## config.mk

```make
export PLATFORM = sky130hd
export DESIGN_NAME = pipe_stage_reg
export DESIGN_NICKNAME = d
export VERILOG_FILES = /design/src/rtl/pipe_stage_reg.sv
export SDC_FILE = /design/constraint.sdc
export NUM_CORES = 1
export LEC_CHECK = 0
export CAP_MARGIN = 40
export CORE_UTILIZATION = 45
export DETAILED_ROUTE_END_ITERATION = 10
export PLACE_DENSITY_LB_ADDON = 0.2
export SLEW_MARGIN = 0
export SYNTH_ARGS = -nofsm -noshare
export SYNTH_HDL_FRONTEND = slang
export SYNTH_SLANG_ARGS = --single-unit
```

## constraint.sdc

```tcl
create_clock -name clk -period 2.22 [get_ports clk]
set_clock_uncertainty 0.15 [all_clocks]
set_input_delay 0.333 -clock clk [delete_from_list [all_inputs] [get_ports clk]]
set_output_delay 0.333 -clock clk [all_outputs]
set_load 0.01 [all_outputs]
```

## src/rtl/pipe_stage_reg.sv

```systemverilog
// pipe_stage_reg: generic inter-stage pipeline register.
//
// Moves a data bundle and a control bundle from one CPU pipeline stage to the
// next using a valid/ready handshake. The hazard unit can freeze the stage
// (stall) or kill everything it holds (flush). When SKID = 1 a second entry
// absorbs one extra transfer, so in_ready comes from a register rather than
// from out_ready.
//
// Ports:
//   clk        - clock, all state changes on the rising edge
//   rst_n      - asynchronous active-low reset
//   in_valid   - upstream holds a valid instruction
//   in_ready   - stage accepts an entry this cycle
//   in_data    - upstream data bundle (DATA_W bits)
//   in_ctrl    - upstream control bundle (CTRL_W bits)
//   stall      - freeze: no transfer on either side, state held
//   flush      - kill all held entries and insert a bubble
//   out_valid  - stage presents a valid head entry
//   out_ready  - downstream accepts the head entry
//   out_data   - head entry data
//   out_ctrl   - head entry control, zero whenever out_valid is low
//   occupancy  - number of held entries (0..2)
module pipe_stage_reg #(
  parameter int DATA_W = 64,
  parameter int CTRL_W = 8,
  parameter int SKID   = 1
) (
  input  logic              clk,
  input  logic              rst_n,
  input  logic              in_valid,
  output logic              in_ready,
  input  logic [DATA_W-1:0] in_data,
  input  logic [CTRL_W-1:0] in_ctrl,
  input  logic              stall,
  input  logic              flush,
  output logic              out_valid,
  input  logic              out_ready,
  output logic [DATA_W-1:0] out_data,
  output logic [CTRL_W-1:0] out_ctrl,
  output logic [1:0]        occupancy
);

  localparam bit USE_SKID = (SKID != 32'sd0);

  // Goes high on the first clock edge after reset is released; keeps
  // in_ready low until then.
  logic rst_done_r;

  // Main (head) register M and skid register S.
  logic              m_valid_r;
  logic [DATA_W-1:0] m_data_r;
  logic [CTRL_W-1:0] m_ctrl_r;
  logic              s_valid_r;
  logic [DATA_W-1:0] s_data_r;
  logic [CTRL_W-1:0] s_ctrl_r;

  logic              m_valid_s;
  logic [DATA_W-1:0] m_data_s;
  logic [CTRL_W-1:0] m_ctrl_s;
  logic              s_valid_s;
  logic [DATA_W-1:0] s_data_s;
  logic [CTRL_W-1:0] s_ctrl_s;

  logic in_ready_s;
  logic out_valid_s;
  logic in_fire_s;
  logic out_fire_s;

  // Handshake: stall and flush hide the head entry and refuse new input.
  always_comb begin
    out_valid_s = m_valid_r & ~stall & ~flush;
    if (USE_SKID) begin
      // Depends only on registered state plus the hazard controls.
      in_ready_s = rst_done_r & ~s_valid_r & ~stall & ~flush;
    end else begin
      // Single entry: accept when empty or when the head leaves this edge.
      in_ready_s = rst_done_r & ~stall & ~flush & (~m_valid_r | out_ready);
    end
    in_fire_s  = in_valid & in_ready_s;
    out_fire_s = out_valid_s & out_ready;
  end

  // Next-state selection for the M/S entries (flush > stall > normal).
  always_comb begin
    m_valid_s = m_valid_r;
    m_data_s  = m_data_r;
    m_ctrl_s  = m_ctrl_r;
    s_valid_s = s_valid_r;
    s_data_s  = s_data_r;
    s_ctrl_s  = s_ctrl_r;
    if (flush) begin
      // Data is left in place; only valid bits and control are killed.
      m_valid_s = 1'b0;
      m_ctrl_s  = '0;
      s_valid_s = 1'b0;
      s_ctrl_s  = '0;
    end else if (USE_SKID) begin
      if (s_valid_r) begin
        // Skid full means in_ready is low; only a drain can happen.
        if (out_fire_s) begin
          m_valid_s = 1'b1;
          m_data_s  = s_data_r;
          m_ctrl_s  = s_ctrl_r;
          s_valid_s = 1'b0;
          s_ctrl_s  = '0;
        end else begin
          m_valid_s = m_valid_r;
        end
      end else if (in_fire_s) begin
        if (!m_valid_r || out_fire_s) begin
          m_valid_s = 1'b1;
          m_data_s  = in_data;
          m_ctrl_s  = in_ctrl;
        end else begin
          s_valid_s = 1'b1;
          s_data_s  = in_data;
          s_ctrl_s  = in_ctrl;
        end
      end else if (out_fire_s) begin
        m_valid_s = 1'b0;
      end else begin
        m_valid_s = m_valid_r;
      end
    end else begin
      if (in_fire_s) begin
        m_valid_s = 1'b1;
        m_data_s  = in_data;
        m_ctrl_s  = in_ctrl;
      end else if (out_fire_s) begin
        m_valid_s = 1'b0;
      end else begin
        m_valid_s = m_valid_r;
      end
    end
  end

  // Reset-release tracker for in_ready.
  always_ff @(posedge clk or negedge rst_n) begin
    if (!rst_n) begin
      rst_done_r <= 1'b0;
    end else begin
      rst_done_r <= 1'b1;
    end
  end

  // Entry storage.
  always_ff @(posedge clk or negedge rst_n) begin
    if (!rst_n) begin
      m_valid_r <= 1'b0;
      m_data_r  <= '0;
      m_ctrl_r  <= '0;
      s_valid_r <= 1'b0;
      s_data_r  <= '0;
      s_ctrl_r  <= '0;
    end else begin
      m_valid_r <= m_valid_s;
      m_data_r  <= m_data_s;
      m_ctrl_r  <= m_ctrl_s;
      s_valid_r <= s_valid_s;
      s_data_r  <= s_data_s;
      s_ctrl_r  <= s_ctrl_s;
    end
  end

  assign in_ready  = in_ready_s;
  assign out_valid = out_valid_s;
  assign out_data  = m_data_r;
  // A bubble must never carry write enables downstream.
  assign out_ctrl  = out_valid_s ? m_ctrl_r : {CTRL_W{1'b0}};
  assign occupancy = {1'b0, m_valid_r} + {1'b0, s_valid_r};

endmodule

```

==> results.yml <==
die:
  design.die.area_sq_um: 15200
  initial_core_util_pct: 47.0
  num_rows: 43
  core_sq_um: 14100
  ioPinCount: 154
  dieWidth_microns: 123
  die_h_microns: 123
setup_path:
  worst-setup-path-type: "reg2out"
  cp_max_fo: 3
  r2r_cells: 5
  arrival_ns: 1.70
  critPathCaptureType: "output pin"
  regToRegEndpoint: "out_data[46]$_DFFE_PN0P_"
  r2r_setup_slack_ns: 0.04
  start_kind: "flip-flop"
  required_ns: 1.74
  r2r-start: "s_valid_r$_DFF_PN0_"
pwr:
  p_per_area_nw_per_um2: 828
  fin_total_pwr_mw: 7.54
  p_leak_nw: 4.07
  irDropWorstVdd_mv: 0.501
yosys:
  synth_common_cells: "mux2_2 (196), dfrtp_1 (147), inv_1 (17), clkbuf_1 (12), nor2_1 (11)"
  synthMostInstantiatedCell: "mux2_2"
  synth_top_area_share_pct: 55.6
  synth_area_sq_um: 6620
  syn_nets: 534
  netlist.top_cell.by_area: "dfrtp_1"
  syn_area_per_cell_sq_um: 14.6
  seq_area_frac_synth_pct: 55.6
  netlist_instances: 455
  yosys_warnings: 0
  synth.area.top_cells: "dfrtp_1 (56%), mux2_2 (33%), mux2i_1 (1.2%)"
  async_flop_share_pct: 100
  synth_edf_count: 0
  yosysUniqueCellTypes: 29
  ys_ff_latch: 147
  synthFlopType: "dfrtp_1"
flow_run:
  drv_cap: 0
min_path:
  holdCritPathClass: "in2async"
cells_and_area:
  num_antenna_cells: 0
  n_fill_cell: 1058
  final-seq-area_sq_um: 3680
  final_util_pct: 64.6
  nNetsFinal: 709
  multiInputGateArea_sq_um: 2720
  drive_above_1_share_pct: 40.6
  syn_to_final_growth_pct: 37.5
  fin_cells: 823
  stdcell_area_sq_um: 9100
timing:
  fin_crit_sh_pct: 98.3
  slew_headroom_pct: 66.4
  max_freq_mhz: 458
  fin_ws_ns: 0.0367
  tightest_slew_ns: 0.504
  fin_crit_ns: 2.18
  drv_slew: 0
  fin_hold_ws_ns: 0.286
  setup_violations: 0
  hold_viol: 0
  tns_ns: 0
  rsz0062_at_grt: "yes"
drt:
  antenna_left: 0
  vias_per_cell: 5.10
  dr_wl_met3_microns: 592
  drt_iter0_markers: 155
  route.detailed.drc: 0
  dr_wl_met2_mm: 7.11
  routed-via-count: 4194
  drt_wl_total_mm: 14.0
  met1_length_mm: 6.05
  highest_layer: "met4"
  post_drt_wl_per_cell_microns: 17.0
  first_pass_iters: 4
clocking:
  cts-root-buf: "clkbuf_16"
  h-tree-depth: 4
  clk_latency_ns: 0.42
  cts_num_sinks: 147
  cts_max_path_buffers: 2
  cts_buffers: 17
  cts_tree: "yes"
  clkSlewWorstSetupHoldPaths_ns: 0.06
place:
  hpwl_mm: 9.01
  placed_area_sq_um: 8450
  place_inst: 783
  dp_slack_ns: -0.245
  port_buffers: 153
  gp_congestion: 0.743
grt:
  grt-ovfl-total: 0
  grt_pass1_vias: 4519
  grt_max_degree: 65
  grt_antenna_before_repair: 0
  grt_pass1_wl_mm: 21.8
  groute.usage.overall_pct: 18.9
outcome:
  status: "completed"
## final cells by class
cell class | count | area share [%]
flip-flops and latches | 147 | 40.5
multi-input cells | 264 | 29.9
repair buffers | 183 | 20.4
clock buffers | 22 | 5.10
well taps | 180 | 2.47
clock inverters | 10 | 0.921
inverters | 17 | 0.701
## power by group
group	internal [mW]	switching [mW]	total (mW)	leakage, nW
Sequential	3.10	0.224	3.32	1.90
Clock	1.59	1.07	2.66	0.269
Combinational	1.02	0.537	1.55	1.90
## placed cells by master, fill, tap and decap left out, drive strengths merged
cell type / netlist / routed
a2111oi: 1 / 1
a21oi: 3 / 3
a41oi: 1 / 1
and2: 8 / 8
and3b: 1 / 1
buf: 15 / 28
bufinv: 0 / 1
clkbuf: 12 / 24
clkdlybuf4s15: 0 / 1
clkdlybuf4s50: 0 / 141
clkinv: 0 / 7
clkinvlp: 0 / 2
conb: 1 / 1
dfrtp: 147 / 147
dlygate4sd2: 0 / 10
dlygate4sd3: 0 / 1
ha: 1 / 1
inv: 17 / 17
mux2: 200 / 200
mux2i: 8 / 8
nand2: 2 / 2
nand2b: 2 / 2
nand4b: 1 / 1
nand4bb: 1 / 1
nor2: 11 / 11
nor2b: 8 / 8
nor3: 1 / 1
nor4b: 1 / 1
nor4bb: 2 / 2
o22ai: 1 / 1
o32ai: 8 / 8
or2: 1 / 1
or3b: 1 / 1
## how the worst max path moves through the flow
stage,cells after the start,startpoint,end,slack (ns)
finish,3,s_valid_r$_DFF_PN0_,occupancy[1],0.04
global placement,5,in_valid,out_data[8]$_DFFE_PN0P_,-0.18
floorplan,5,s_valid_r$_DFF_PN0_,out_data[10]$_DFFE_PN0P_,0.01
global route,5,s_valid_r$_DFF_PN0_,out_data[46]$_DFFE_PN0P_,-0.02
detailed placement,5,in_valid,out_data[56]$_DFFE_PN0P_,-0.25
CTS,3,m_valid_r$_DFFE_PN0P_,occupancy[1],0.01
## cells by family after synthesis
group | Yosys count | synth area share [%]
muxes | 208 | 35.2
DFF | 147 | 55.6
buffers and inverters | 44 | 3.40
and+or+nand+nor | 40 | 3.65
AOI/OAI and AO/OA | 14 | 1.93
adders and majority gates | 1 | 0.189
other | 1 | 0.0566
## layer usage
layer  vias up  global-route usage (%)
li1       1963                       -
met1      2113                    23.4
met2        98                    31.8
met3        20                    4.66
met4         0                    7.45
met5         -                       0
## registers in the layout (all words and copies together) (netlist names)
signal	flops
s_ctrl_r	8
out_data	64
m_ctrl_r	8
rst_done_r	1
s_data_r	64
s_valid_r	1
m_valid_r	1
## critical path, stage by stage, from the launching register on
cell	delay, ns
dfrtp_4	0.48
buf_4	0.14
ha_1	0.18
clkdlybuf4s50_1	0.48
## what timing repair did
item	CTS	global route
endpoints found under the hold margin	48	0
pin swaps	0	1
setup buffers	0	4
gates cloned	0	3
gates resized for setup	14	2
hold buffers	1	0
setup endpoints to repair	17	37
Power figures use the tool's default switching activity.
